<file path="src/rtl/branch_resolve_unit.sv">
// branch_resolve_unit
// Conditional-branch resolver. It owns the condition-code register {nf, cf, zf}
// and evaluates branch conditions against it, forwarding flags written in the
// same cycle. A taken branch produces a registered one-cycle PC redirect and
// holds flush for FLUSH_DEPTH cycles.
//
// Optional feature: define FLAG_CLEAR_EN to clear the tested flag when a
// JZ/JC/JN branch is taken.
//
// Ports:
//   clk, rst          clock, asynchronous active-high reset
//   flag_we, flag_in  CCR write strobe and new flags {nf, cf, zf}
//   flag_pending      an older flag writer is in flight; branches are held off
//   br_valid, br_cond, br_target   branch request
//   br_ready          branch can be accepted this cycle
//   redirect_valid    one-cycle pulse telling fetch to load redirect_pc
//   redirect_pc       redirect target
//   flush, busy       asserted while the unit is in the FLUSH state
//   flags_out         current CCR
module branch_resolve_unit #(
    parameter int unsigned ADDR_W      = 16,
    parameter int unsigned FLUSH_DEPTH = 2
) (
    input  logic              clk,
    input  logic              rst,
    input  logic              flag_we,
    input  logic [2:0]        flag_in,
    input  logic              flag_pending,
    input  logic              br_valid,
    input  logic [2:0]        br_cond,
    input  logic [ADDR_W-1:0] br_target,
    output logic              br_ready,
    output logic              redirect_valid,
    output logic [ADDR_W-1:0] redirect_pc,
    output logic              flush,
    output logic [2:0]        flags_out,
    output logic              busy
);

    localparam int unsigned CNT_W = $clog2(FLUSH_DEPTH + 1);

    typedef enum logic {
        S_IDLE  = 1'b0,
        S_FLUSH = 1'b1
    } state_t;

    state_t            state, state_nxt;
    logic [CNT_W-1:0]  cnt, cnt_nxt;
    logic [2:0]        ccr, ccr_nxt;
    logic              redirect_valid_nxt;
    logic [ADDR_W-1:0] redirect_pc_nxt;
    logic [2:0]        eff_flags;
    logic              cond_true;
    logic              accept;
    logic              take;

    // Flags seen by the branch: a same-cycle write is forwarded
    assign eff_flags = flag_we ? flag_in : ccr;

    // Condition decode against effective flags {nf, cf, zf}
    always_comb begin
        cond_true = 1'b0;
        case (br_cond)
            3'b000:  cond_true = eff_flags[0];
            3'b001:  cond_true = eff_flags[1];
            3'b010:  cond_true = eff_flags[2];
            3'b011:  cond_true = 1'b1;
            3'b100:  cond_true = !eff_flags[0];
            3'b101:  cond_true = !eff_flags[1];
            3'b110:  cond_true = !eff_flags[2];
            default: cond_true = 1'b0;
        endcase
    end

    assign br_ready = (state == S_IDLE) && !flag_pending;
    assign accept   = br_valid && br_ready;
    assign take     = accept && cond_true;

    // State register and registered outputs
    always_ff @(posedge clk or posedge rst) begin
        if (rst) begin
            state          <= S_IDLE;
            cnt            <= '0;
            ccr            <= '0;
            redirect_valid <= 1'b0;
            redirect_pc    <= '0;
        end else begin
            state          <= state_nxt;
            cnt            <= cnt_nxt;
            ccr            <= ccr_nxt;
            redirect_valid <= redirect_valid_nxt;
            redirect_pc    <= redirect_pc_nxt;
        end
    end

    // Next-state logic; the counter exits FLUSH at zero so it never wraps
    always_comb begin
        state_nxt = state;
        cnt_nxt   = cnt;
        case (state)
            S_IDLE: begin
                if (take) begin
                    state_nxt = S_FLUSH;
                    cnt_nxt   = CNT_W'(FLUSH_DEPTH - 1);
                end
            end
            S_FLUSH: begin
                if (cnt == '0) begin
                    state_nxt = S_IDLE;
                end else begin
                    cnt_nxt = cnt - CNT_W'(1);
                end
            end
            default: state_nxt = S_IDLE;
        endcase
    end

    // Output / CCR next-value logic
    always_comb begin
        redirect_valid_nxt = take;
        redirect_pc_nxt    = take ? br_target : redirect_pc;
        ccr_nxt            = flag_we ? flag_in : ccr;
`ifdef FLAG_CLEAR_EN
        // Clear only the tested bit; the rest of a coincident write survives
        if (take) begin
            case (br_cond)
                3'b000:  ccr_nxt[0] = 1'b0;
                3'b001:  ccr_nxt[1] = 1'b0;
                3'b010:  ccr_nxt[2] = 1'b0;
                default: ccr_nxt    = ccr_nxt;
            endcase
        end
`endif
    end

    assign flush     = (state == S_FLUSH);
    assign busy      = (state == S_FLUSH);
    assign flags_out = ccr;

endmodule

</file>
<file path="config.mk">
export PLATFORM = sky130hd
export DESIGN_NAME = branch_resolve_unit
export DESIGN_NICKNAME = d
export VERILOG_FILES = /design/src/rtl/branch_resolve_unit.sv
export SDC_FILE = /design/constraint.sdc
export NUM_CORES = 1
export LEC_CHECK = 0
export BUFFER_PORTS_ARGS = -buffer_cell sky130_fd_sc_hd__buf_4
export CELL_PAD_IN_SITES_DETAIL_PLACEMENT = 1
export CELL_PAD_IN_SITES_GLOBAL_PLACEMENT = 2
export CORE_MARGIN = 5
export CORE_UTILIZATION = 32
export CTS_BUF_LIST = sky130_fd_sc_hd__clkbuf_4 sky130_fd_sc_hd__clkbuf_8
export DETAILED_ROUTE_END_ITERATION = 12
export HOLD_SLACK_MARGIN = 0.15
export PLACE_DENSITY_LB_ADDON = 0.1
export RECOVER_POWER = 25
export SETUP_SLACK_MARGIN = 0.15
export SYNTH_ARGS = -nofsm -noshare
export SYNTH_HDL_FRONTEND = slang
export SYNTH_SLANG_ARGS = --single-unit
</file>
<file path="constraint.sdc">
create_clock -name clk -period 3.09 [get_ports clk]
set_clock_uncertainty 0.05 [all_clocks]
set_input_delay 0.309 -clock clk [delete_from_list [all_inputs] [get_ports clk]]
set_output_delay 0.309 -clock clk [all_outputs]
set_load 0.005 [all_outputs]
</file>
# [Yosys cells after proc, flatten, opt, wreduce, memory -nomap -nowiden]
# Index checks and enable logic that the tools add are counted.
[word_totals] regBits=23 wordCells=33 out_inout_bits=23 inputBits=27
[classes] n_addsub=1 n_mux=8 eq_ne=8 bitwise=1 n_reduce_logical=10
[op_table] op="== test 3 bit, second input constant" n=3
[op_table] op="case mux 1 bit (7 select lines)" n=1
[op_table] op="== test 3 x 2 -> 1 bit, second input constant" n=2
[op_table] op="logical NOT 1 bit" n=4
[op_table] op="two-way mux 2 bit" n=2
[op_table] op="inequality test 2 bit, second input constant" n=2
[op_table] op="case mux 2 bit (2 select lines)" n=1
[op_table] op="== test 3 x 1 -> 1 bit, second input constant" n=1
[op_table] op="logical AND 1 bit" n=3
[op_table] op="logical NOT 3 bit" n=1
[op_table] op="two-way mux 3 bit" n=1
[op_table] op="logical NOT 2 bit" n=1
[op_table] op="two-way mux 1 bit" n=2
[op_table] op="case mux 1 bit (2 select lines)" n=1
[op_table] op="AND reduction 2 bit" n=1
[op_table] op="subtractor 2 x 1 -> 2 bit, second input constant" n=1
[op_table] op="inverter 1 bit" n=1

# [Longest topological paths before layout]
# Gate-level depths: netlist (run 1).
[depth] word_depth=6 mapped_depth=6 ltp_nobuf=6

# [Worst setup path after synthesis (run 1)]
# No wires, ideal clock.
[synth_timing] path_type="register to register" startpoint="register ccr[1], in the netlist flags_out[1]" endpoint="register redirect_pc[10]" setup_slack_ns=1.122 required_ns=2.915 path_buffers=1 stages_incl_launch_ff=6 synth_period_minus_slack_ns=1.968 arrival_ns=1.793 setup_time_ns=0.125 path_cell_list="dfrtp_1 mux4_2 o22ai_2 mux2i_1 buf_6 mux2_4"
[synth_via] elab_chain_cells=4
[synth_lines] element="from (decl)" line_no="49" text="logic [2:0] ccr, ccr_nxt;"
[synth_lines] element="from (signal assigned)" line_no="90" text="ccr <= ccr_nxt;"
[synth_lines] element="two-way mux 3 bit (*)"
[synth_lines] element="logical NOT 1 bit" line_no="69" text="3'b101: cond_true = !eff_flags[1];"
[synth_lines] element="case mux 1 bit (7 select lines) (*)" line_no="63" text="case (br_cond)"
[synth_lines] element="logical AND 1 bit (*)" line_no="77" text="assign take = accept && cond_true;"
[synth_lines] element="to (signal assigned)" line_no="92" text="redirect_pc <= redirect_pc_nxt;"
[synth_lines] element="to (decl)" line_no="34" text="output logic [ADDR_W-1:0] redirect_pc,"
# Mark *: on every way between the ends. The rest lies on a longest branch, timed or not.
# A chain may end at the register's enable or synchronous reset.

# [Final worst setup path (run 1)]
[layout_timing] startpoint="register ccr[1], in the netlist flags_out[1]" endpoint="register redirect_pc[5]"
# Same word-level chain as after synthesis.

==> summary.md, run 1 <==
| Metric | Value |
|---|---|
| Violation count after the first detailed-routing iteration | `14` |
| Syn. warnings | `0` |
| Critical path peak fanout | `20` |
| Height of the die | `66.3 um` |
| Mapped Area | `1010 um2` |
| Post-synthesis average cell area | `15.8 um2` |
| Cell depth of the worst hold path | `2` |
| R2r setup slk | `0.89 ns` |
| Measured slew at the worst slew-check pin | `0.866 ns` |
| Slowest Stage Delay on Critical Path | `0.48 ns` |
| Min-delay src | `br_target[4]` |
| Number of primary I/O pins | `50` |
| Starting density of the core | `33.2%` |
| Crit end category | `flop` |
| Hold buffers post-CTS | `1` |
| Gate count of the mapped netlist | `64` |
| Max-slew violation count | `0` |
| Total power per unit cell area | `743 nW/um2` |
| Mapped Nets | `92` |
| Maximum vdd drop | `440 uV` |
| Reg-to-Reg Start | `flags_out[1]` |
| CTS H-tree depth | `1` |
| Run status | `finished, final reports clean` |
| Number of rows created at floorplan | `20` |
| Initial antenna violation count | `0` |
| Share of the yosys chip area belonging to registers | `56.8%` |
| Sink of the worst hold path | `redirect_pc[4]` |
| Number of violations of the max-capacitance limit | `0` |
| Timing-limited maximum frequency | `455 MHz` |
| DRC violation count after routing | `0` |
| Cell-by-cell listing of the critical path | `mux4_2, o22ai_2, mux2i_4, buf_4, mux2_4` |
| Number of buffers created by CTS | `3` |
| Average routed wire per standard cell | `14.1 um` |
| Via count of the first global-routing pass | `750` |
| Clock tree from TritonCTS | `built` |
| Placed Cells incl. Taps | `155` |
| Kind of start point of the critical path | `flop` |
| Unrepaired setup endpoints after global routing | `false` |
| Area growth syn-to-layout | `48.5%` |
| Clk Latency, worst-skew pair | `0.31 ns` |
| Total Routed Length | `2340 um` |
| Crit path kind | `flop to flop` |
| DRT antenna net count | `0` |
| Number of register bits inferred by synthesis | `23` |
| Hold violation total from the final report | `0` |
| Data arrival time of the critical path | `2.35 ns` |
| Cell type of the slowest stage on the worst timing path | `mux4_2` |
| R2r endpoint | `redirect_pc[5]` |
| Pleak | `0.736 nW` |
| Die area | `4390 um2` |
| Placeable core area | `3050 um2` |
| Share of the clock period used by the worst path after layout | `71.2%` |
| Master cell of the clock root buffer | `clkbuf_4` |
| GRT Overall Usage | `11.2%` |
| First-pass detailed-route iteration total | `2` |
| Largest net degree at the start of global routing | `24` |
| Post-Layout Cell Count | `166` |
| Overall overflow remaining after global route | `0` |
| # resized after CTS | `0` |
| Placer's final routability congestion estimate | `0.674` |
| Clock input transition at the sequential cells of the worst setup and hold paths | `0.13 ns` |
| Total negative slack for setup checks | `0 ns` |
| Req. time, crit path | `3.24 ns` |
| Min-Delay Path Class | `input port to flop` |
| Setup Buffers After CTS | `0` |
| Clock period minus final worst setup slack | `2.20 ns` |
| Number of nets in the final layout | `151` |
| Cell class contributing the biggest share of worst-path delay | `multiplexers` |
| Register-to-Register Path Depth | `5` |
| Number of diodes added for antenna fixing | `0` |
| Count of endpoints failing setup in the final report | `0` |
| First-pass GRT wire length | `3710 um` |
| Count of unique library cells instantiated by Yosys | `19` |
| Vias per inst | `4.28` |
| Max-Slew Margin vs Limit | `42.2%` |
| Number of vias after detailed routing | `710` |
| Post-DP HPWL | `1750 um` |
| Total buffers and inverters traversed by the critical path | `1` |
| Die W | `66.3 um` |
| Share of cells above drive strength 1 | `58.2%` |
| Port bufs | `49` |
| Number of buffers on the longest clock path | `2` |
| Sink Count | `23` |
==> through the flow <==
step	total power, mW	instance area, um2	utilization [%]	hold WS, ns	setup WS [ns]
finish	1.12	1510	49.3	0.175	0.890
floorplan	0.760	1010	-	0.261	1.12
global placement	1.01	1430	46.7	0.449	0.864
global route	1.21	1510	49.3	0.152	0.777
CTS	1.16	1460	48.0	0.155	0.865
detailed placement	1.02	1430	46.7	0.445	0.820
==> cells in the final DEF, fill, tap and decap left out, types with 2 or more instances in the layout <==
cell type      count
dfrtp_1           23
dlygate4sd3_1      7
mux2_2             2
clkbuf_4          12
inv_1              4
buf_4             36
mux2_4            16
clkbuf_1           5
nand2_1            3
==> cells in the mapped netlist <==
cell type	number	area share (%)
inv_1	4	1.5
ha_1	1	1.2
nand2b_1	1	0.62
nand3_1	1	0.49
o22ai_1	1	0.62
o21a_1	1	0.74
mux2_2	3	3.3
mux2i_1	1	0.99
a21o_1	1	0.74
buf_4	1	0.74
buf_6	2	2.2
mux2_4	16	24
or2_2	1	0.62
nand2_1	3	1.1
mux4_2	1	2.2
nor2_1	1	0.37
o22ai_2	1	1.2
nand3b_1	1	0.74
dfrtp_1	23	57
==> kinds of logic (layout without fill, tap and decap cells) <==
group	count (synthesis)	count (layout)	synth area share, %
flip-flops	23	23	56.8
multiplexers	21	21	30.2
AND/OR/NAND/NOR	8	8	3.95
buffers and inverters	7	65	4.44
AO/OA/AOI/OAI	4	4	3.33
adder cells (fa/ha/maj)	1	1	1.23
==> registers in the layout, indices dropped and copies added, names as in the netlist <==
| signal | cells |
|---|---|
| redirect_pc | 16 |
| flags_out | 3 |
| cnt | 2 |
| busy | 1 |
| redirect_valid | 1 |
==> power by group <==
| part | switching (mW) | leakage, nW | internal [mW] |
|---|---|---|---|
| clock network | 0.0867 | 0.0177 | 0.0483 |
| registers | 0.0711 | 0.276 | 0.429 |
| logic | 0.158 | 0.442 | 0.326 |
==> worst register-to-register path, stage by stage (launching register included) <==
cell and delay, ns:
dfrtp_1 0.42, mux4_2 0.48, o22ai_2 0.22, mux2i_4 0.24, buf_4 0.33, mux2_4 0.34
==> layer usage <==
layer / track usage (%) / wire length, um / vias to the layer above
met5: 0 / 0 / -
met4: 1.52 / 9 / 0
li1: - / - / 337
met1: 13.6 / 942 / 345
met2: 18.7 / 1210 / 26
met3: 5.10 / 180 / 2
==> layout make-up <==
cell class	count	area, um2
Clock buffer	3	22.5
Multi-Input combinational cell	34	405
Fill cell	335	1550
Timing Repair Buffer	57	427
Tap cell	44	55.1
Sequential cell	23	576
Inverter	4	15.0
Clock inverter	1	5.00
==> worst max-delay path by stage <==
stage | start | to | depth (start not counted)
2_1_floorplan | flags_out[1] | redirect_pc[10] | 5
3_3_place_gp | flag_we | redirect_pc[15] | 6
3_5_place_dp | flag_we | redirect_pc[10] | 6
4_1_cts | flags_out[1] | redirect_pc[5] | 5
5_1_grt | flags_out[0] | redirect_pc[14] | 5
6_report | flags_out[1] | redirect_pc[5] | 5
Note: power is estimated with default switching activity, not from simulation.
==> run 2, diff against run 1 <==
--- a/config.mk
+++ b/config.mk
@@ -9,7 +9,7 @@
 export CELL_PAD_IN_SITES_DETAIL_PLACEMENT = 1
 export CELL_PAD_IN_SITES_GLOBAL_PLACEMENT = 2
 export CORE_MARGIN = 5
-export CORE_UTILIZATION = 32
+export CORE_UTILIZATION = 30
 export CTS_BUF_LIST = sky130_fd_sc_hd__clkbuf_4 sky130_fd_sc_hd__clkbuf_8
 export DETAILED_ROUTE_END_ITERATION = 12
 export HOLD_SLACK_MARGIN = 0.15
==> constraint.sdc (replaced) <==
create_clock -name clk -period 2.18 [get_ports clk]
set_clock_uncertainty 0.05 [all_clocks]
set_input_delay 0.218 -clock clk [delete_from_list [all_inputs] [get_ports clk]]
set_output_delay 0.218 -clock clk [all_outputs]
set_load 0.005 [all_outputs]
==> run 2 against run 1 <==
Net effect: non-clock buffer count rose by 16; first-iteration DRC count rose to 2.6 times the previous value; critical path depth did not move; critical endpoint is now redirect_pc[14]; total power rose by 48%; largest power group is now combinational logic; utilization rose by 1.8 points; clock-buffer cell count did not move; register-to-register slack got worse by 0.77 ns; combinational power rose by 56%.
==> summary.md, run 2 (same netlist as run 1, synthesis figures left out) <==
| Metric | Value |
|---|---|
| Vias per inst | `4.24 (-0.76%)` |
| Number of primary I/O pins | `50 (unchanged)` |
| Req. time, crit path | `2.33 ns (-0.91 ns)` |
| Cell type of the slowest stage on the worst timing path | `mux4_2` |
| Kind of start point of the critical path | `flop` |
| First-pass detailed-route iteration total | `4 (+2)` |
| Share of cells above drive strength 1 | `55.8% (-2.4 points)` |
| Final Cell Area | `1690 um2 (+12%)` |
| Die area | `4640 um2 (+5.6%)` |
| Slowest Stage Delay on Critical Path | `0.46 ns (-0.02 ns)` |
| Min-delay src | `flag_we` |
| Data arrival time of the critical path | `2.20 ns (-0.15 ns)` |
| CTS H-tree depth | `1 (unchanged)` |
| Cell depth of the worst hold path | `2 (unchanged)` |
| Register-to-Register Path Depth | `5 (unchanged)` |
| Height of the die | `68.1 um (+2.8%)` |
| First-pass GRT wire length | `3940 um (+6.3%)` |
| Clock input transition at the sequential cells of the worst setup and hold paths | `0.12 ns (about the same)` |
| Register ranked first by flip-flop count | `redirect_pc` |
| Starting density of the core | `30.6% (-2.6 points)` |
| Area growth syn-to-layout | `67.0%` |
| Largest net degree at the start of global routing | `24 (unchanged)` |
| Clock tree from TritonCTS | `built` |
| Sequential share of power | `43.0% (-1.7 points)` |
| Count of endpoints failing setup in the final report | `0 (unchanged)` |
| Final design utilization | `51.1% (+1.8 points)` |
| Timing-limited maximum frequency | `486 MHz (+6.9%)` |
| Placer's final routability congestion estimate | `0.628 (-6.8%)` |
| Max-slew violation count | `0 (unchanged)` |
| Setup Buffers After CTS | `0 (unchanged)` |
| Min-Delay Path Class | `input port to flop` |
| # resized after CTS | `0 (unchanged)` |
| Clk Latency, worst-skew pair | `0.30 ns (about the same)` |
| Switching part of the total power | `27.6% (-0.55 points)` |
| Via count of the first global-routing pass | `893 (+19%)` |
| Initial antenna violation count | `0 (unchanged)` |
| Number of vias after detailed routing | `781 (+10%)` |
| Violation count after the first detailed-routing iteration | `37 (+23)` |
| Count of fill cells added during filler insertion | `358 (+6.9%)` |
| Total Routed Length | `2580 um (+10%)` |
| Total negative slack for setup checks | `0 ns (unchanged)` |
| Logic gate share of total power | `45.6% (+2.4 points)` |
| Number of diodes added for antenna fixing | `0 (unchanged)` |
| Number of rows created at floorplan | `21 (+5.0%)` |
| Run status | `finished, final reports clean` |
| Crit end category | `flop` |
| Internal | `1.20 mW (+50%)` |
| GRT Overall Usage | `11.4% (+0.19 points)` |
| R2r setup slk | `0.12 ns (-0.77 ns)` |
| Reg-to-Reg Start | `flags_out[0]` |
| R2r endpoint | `redirect_pc[14]` |
| Worst slack at placement | `0.136 ns (-0.684 ns)` |
| Crit path kind | `flop to flop` |
| Max-Slew Margin vs Limit | `16.1% (-26 points)` |
| Flip-flop count of the largest register after layout | `16 (unchanged)` |
| Crit path setup slack, layout | `0.122 ns (-0.768 ns)` |
| Critical path peak fanout | `20 (unchanged)` |
| Average routed wire per standard cell | `14.0 um (-0.62%)` |
| Clock period minus final worst setup slack | `2.06 ns (-0.142 ns)` |
| Cell-by-cell listing of the critical path | `mux4_2, o22ai_2, mux2i_4, buf_12, mux2_4` |
| Share of the clock period used by the worst path after layout | `94.4% (+23 points)` |
| Pleak | `0.823 nW (+12%)` |
| Cell class contributing the biggest share of worst-path delay | `multiplexers` |
| DRC violation count after routing | `0 (unchanged)` |
| Maximum vdd drop | `349 uV (-21%)` |
| Number of nets in the final layout | `167 (+11%)` |
| Number of violations of the max-capacitance limit | `0 (unchanged)` |
| Sink Count | `23 (unchanged)` |
| Overall overflow remaining after global route | `0 (unchanged)` |
| Most common library cell in the layout ignoring fill and taps | `buf_4` |
| Hold violation total from the final report | `0 (unchanged)` |
| Number of buffers created by CTS | `3 (unchanged)` |
| Measured slew at the worst slew-check pin | `1.26 ns (+0.392 ns)` |
| Placeable core area | `3310 um2 (+8.4%)` |
| Total buffers and inverters traversed by the critical path | `1 (unchanged)` |
| Total power per unit cell area | `981 nW/um2 (+32%)` |
| Master cell of the clock root buffer | `clkbuf_4` |
| Area after detailed placement | `1450 um2 (+1.6%)` |
| Sink of the worst hold path | `flags_out[2]` |
| Unrepaired setup endpoints after global routing | `true` |
| Port bufs | `49 (unchanged)` |
| Leading cell types in the layout, fill and taps excluded | `buf_4 (48), dfrtp_1 (23), dlygate4sd3_1 (22)` |
| Die W | `68.1 um (+2.8%)` |
| Switching power summed over all nets | `0.459 mW (+46%)` |
| Clock network fraction of design power | `11.4% (-0.7 points)` |
| Number of buffers on the longest clock path | `2 (unchanged)` |
| DRT antenna net count | `0 (unchanged)` |
==> run 2: changes by cell type in the layout (fill, tap and decap cells not counted) <==
cell	change
mux2_1	-1
buf_12	+1
dlygate4sd3_1	+15
clkbuf_1	-4
buf_4	+12
mux2_2	+1
clkbuf_4	-8
==> run 2: power by group through the flow <==
stage | sequential (mW) | combinational (mW) | clock (mW)
after floorplan | 0.725 | 0.352 | 0
after global placement | 0.722 | 0.717 | 0
after detailed placement | 0.723 | 0.733 | 0
after CTS | 0.714 | 0.772 | 0.211
after global routing | 0.737 | 0.819 | 0.231
final | 0.713 | 0.757 | 0.190
==> run 2: worst reg2reg max path, stage by stage (launching register included) <==
cell     delay, ns
dfrtp_1       0.42
mux4_2        0.46
o22ai_2       0.21
mux2i_4       0.28
buf_12        0.21
mux2_4        0.32
==> run 2: timing repair <==
item | in CTS | in global routing
hold buffers | 22 | 0
hold endpoints to repair | 42 | 0
endpoints found under the setup margin | 16 | 16
==> run 2: area by class of cell <==
class / count / area [um2] / area share (%)
Clock inverter: 1 / 5.00 / 0.296
Multi-Input combinational cell: 34 / 405 / 23.9
Tap cell: 46 / 57.6 / 3.40
Sequential cell: 23 / 576 / 34.0
Timing Repair Buffer: 73 / 612 / 36.1
Clock buffer: 3 / 22.5 / 1.33
Inverter: 4 / 15.0 / 0.887
==> run 2: worst max-delay path by stage <==
| stage | start | to | slack, ns | cells after the start |
|---|---|---|---|---|
| 2_1_floorplan | flags_out[1] | redirect_pc[10] | 0.21 | 5 |
| 3_3_place_gp | flags_out[1] | redirect_pc[15] | 0.15 | 5 |
| 3_5_place_dp | flags_out[1] | redirect_pc[14] | 0.14 | 5 |
| 4_1_cts | flags_out[1] | redirect_pc[0] | 0.11 | 5 |
| 5_1_grt | flags_out[1] | redirect_pc[14] | 0.05 | 5 |
| 6_report | flags_out[0] | redirect_pc[14] | 0.12 | 5 |
==> run 2: metrics by stage <==
step	power [mW]	instances	hold slack, ns
6_report	1.66	184	0.186
5_1_grt	1.79	184	0.171
3_3_place_gp	1.44	158	0.238
2_1_floorplan	1.08	64	0.170
3_5_place_dp	1.46	158	0.242
4_1_cts	1.70	184	0.169
==> run 2: layer usage <==
metal  global-route usage (%)  vias up  share of wire, %
li1                         -      368                 -
met1                     12.4      388                40
met2                     21.8       23                55
met3                     2.30        2               4.5
met4                     3.72        0              0.54
met5                        0        -                 0
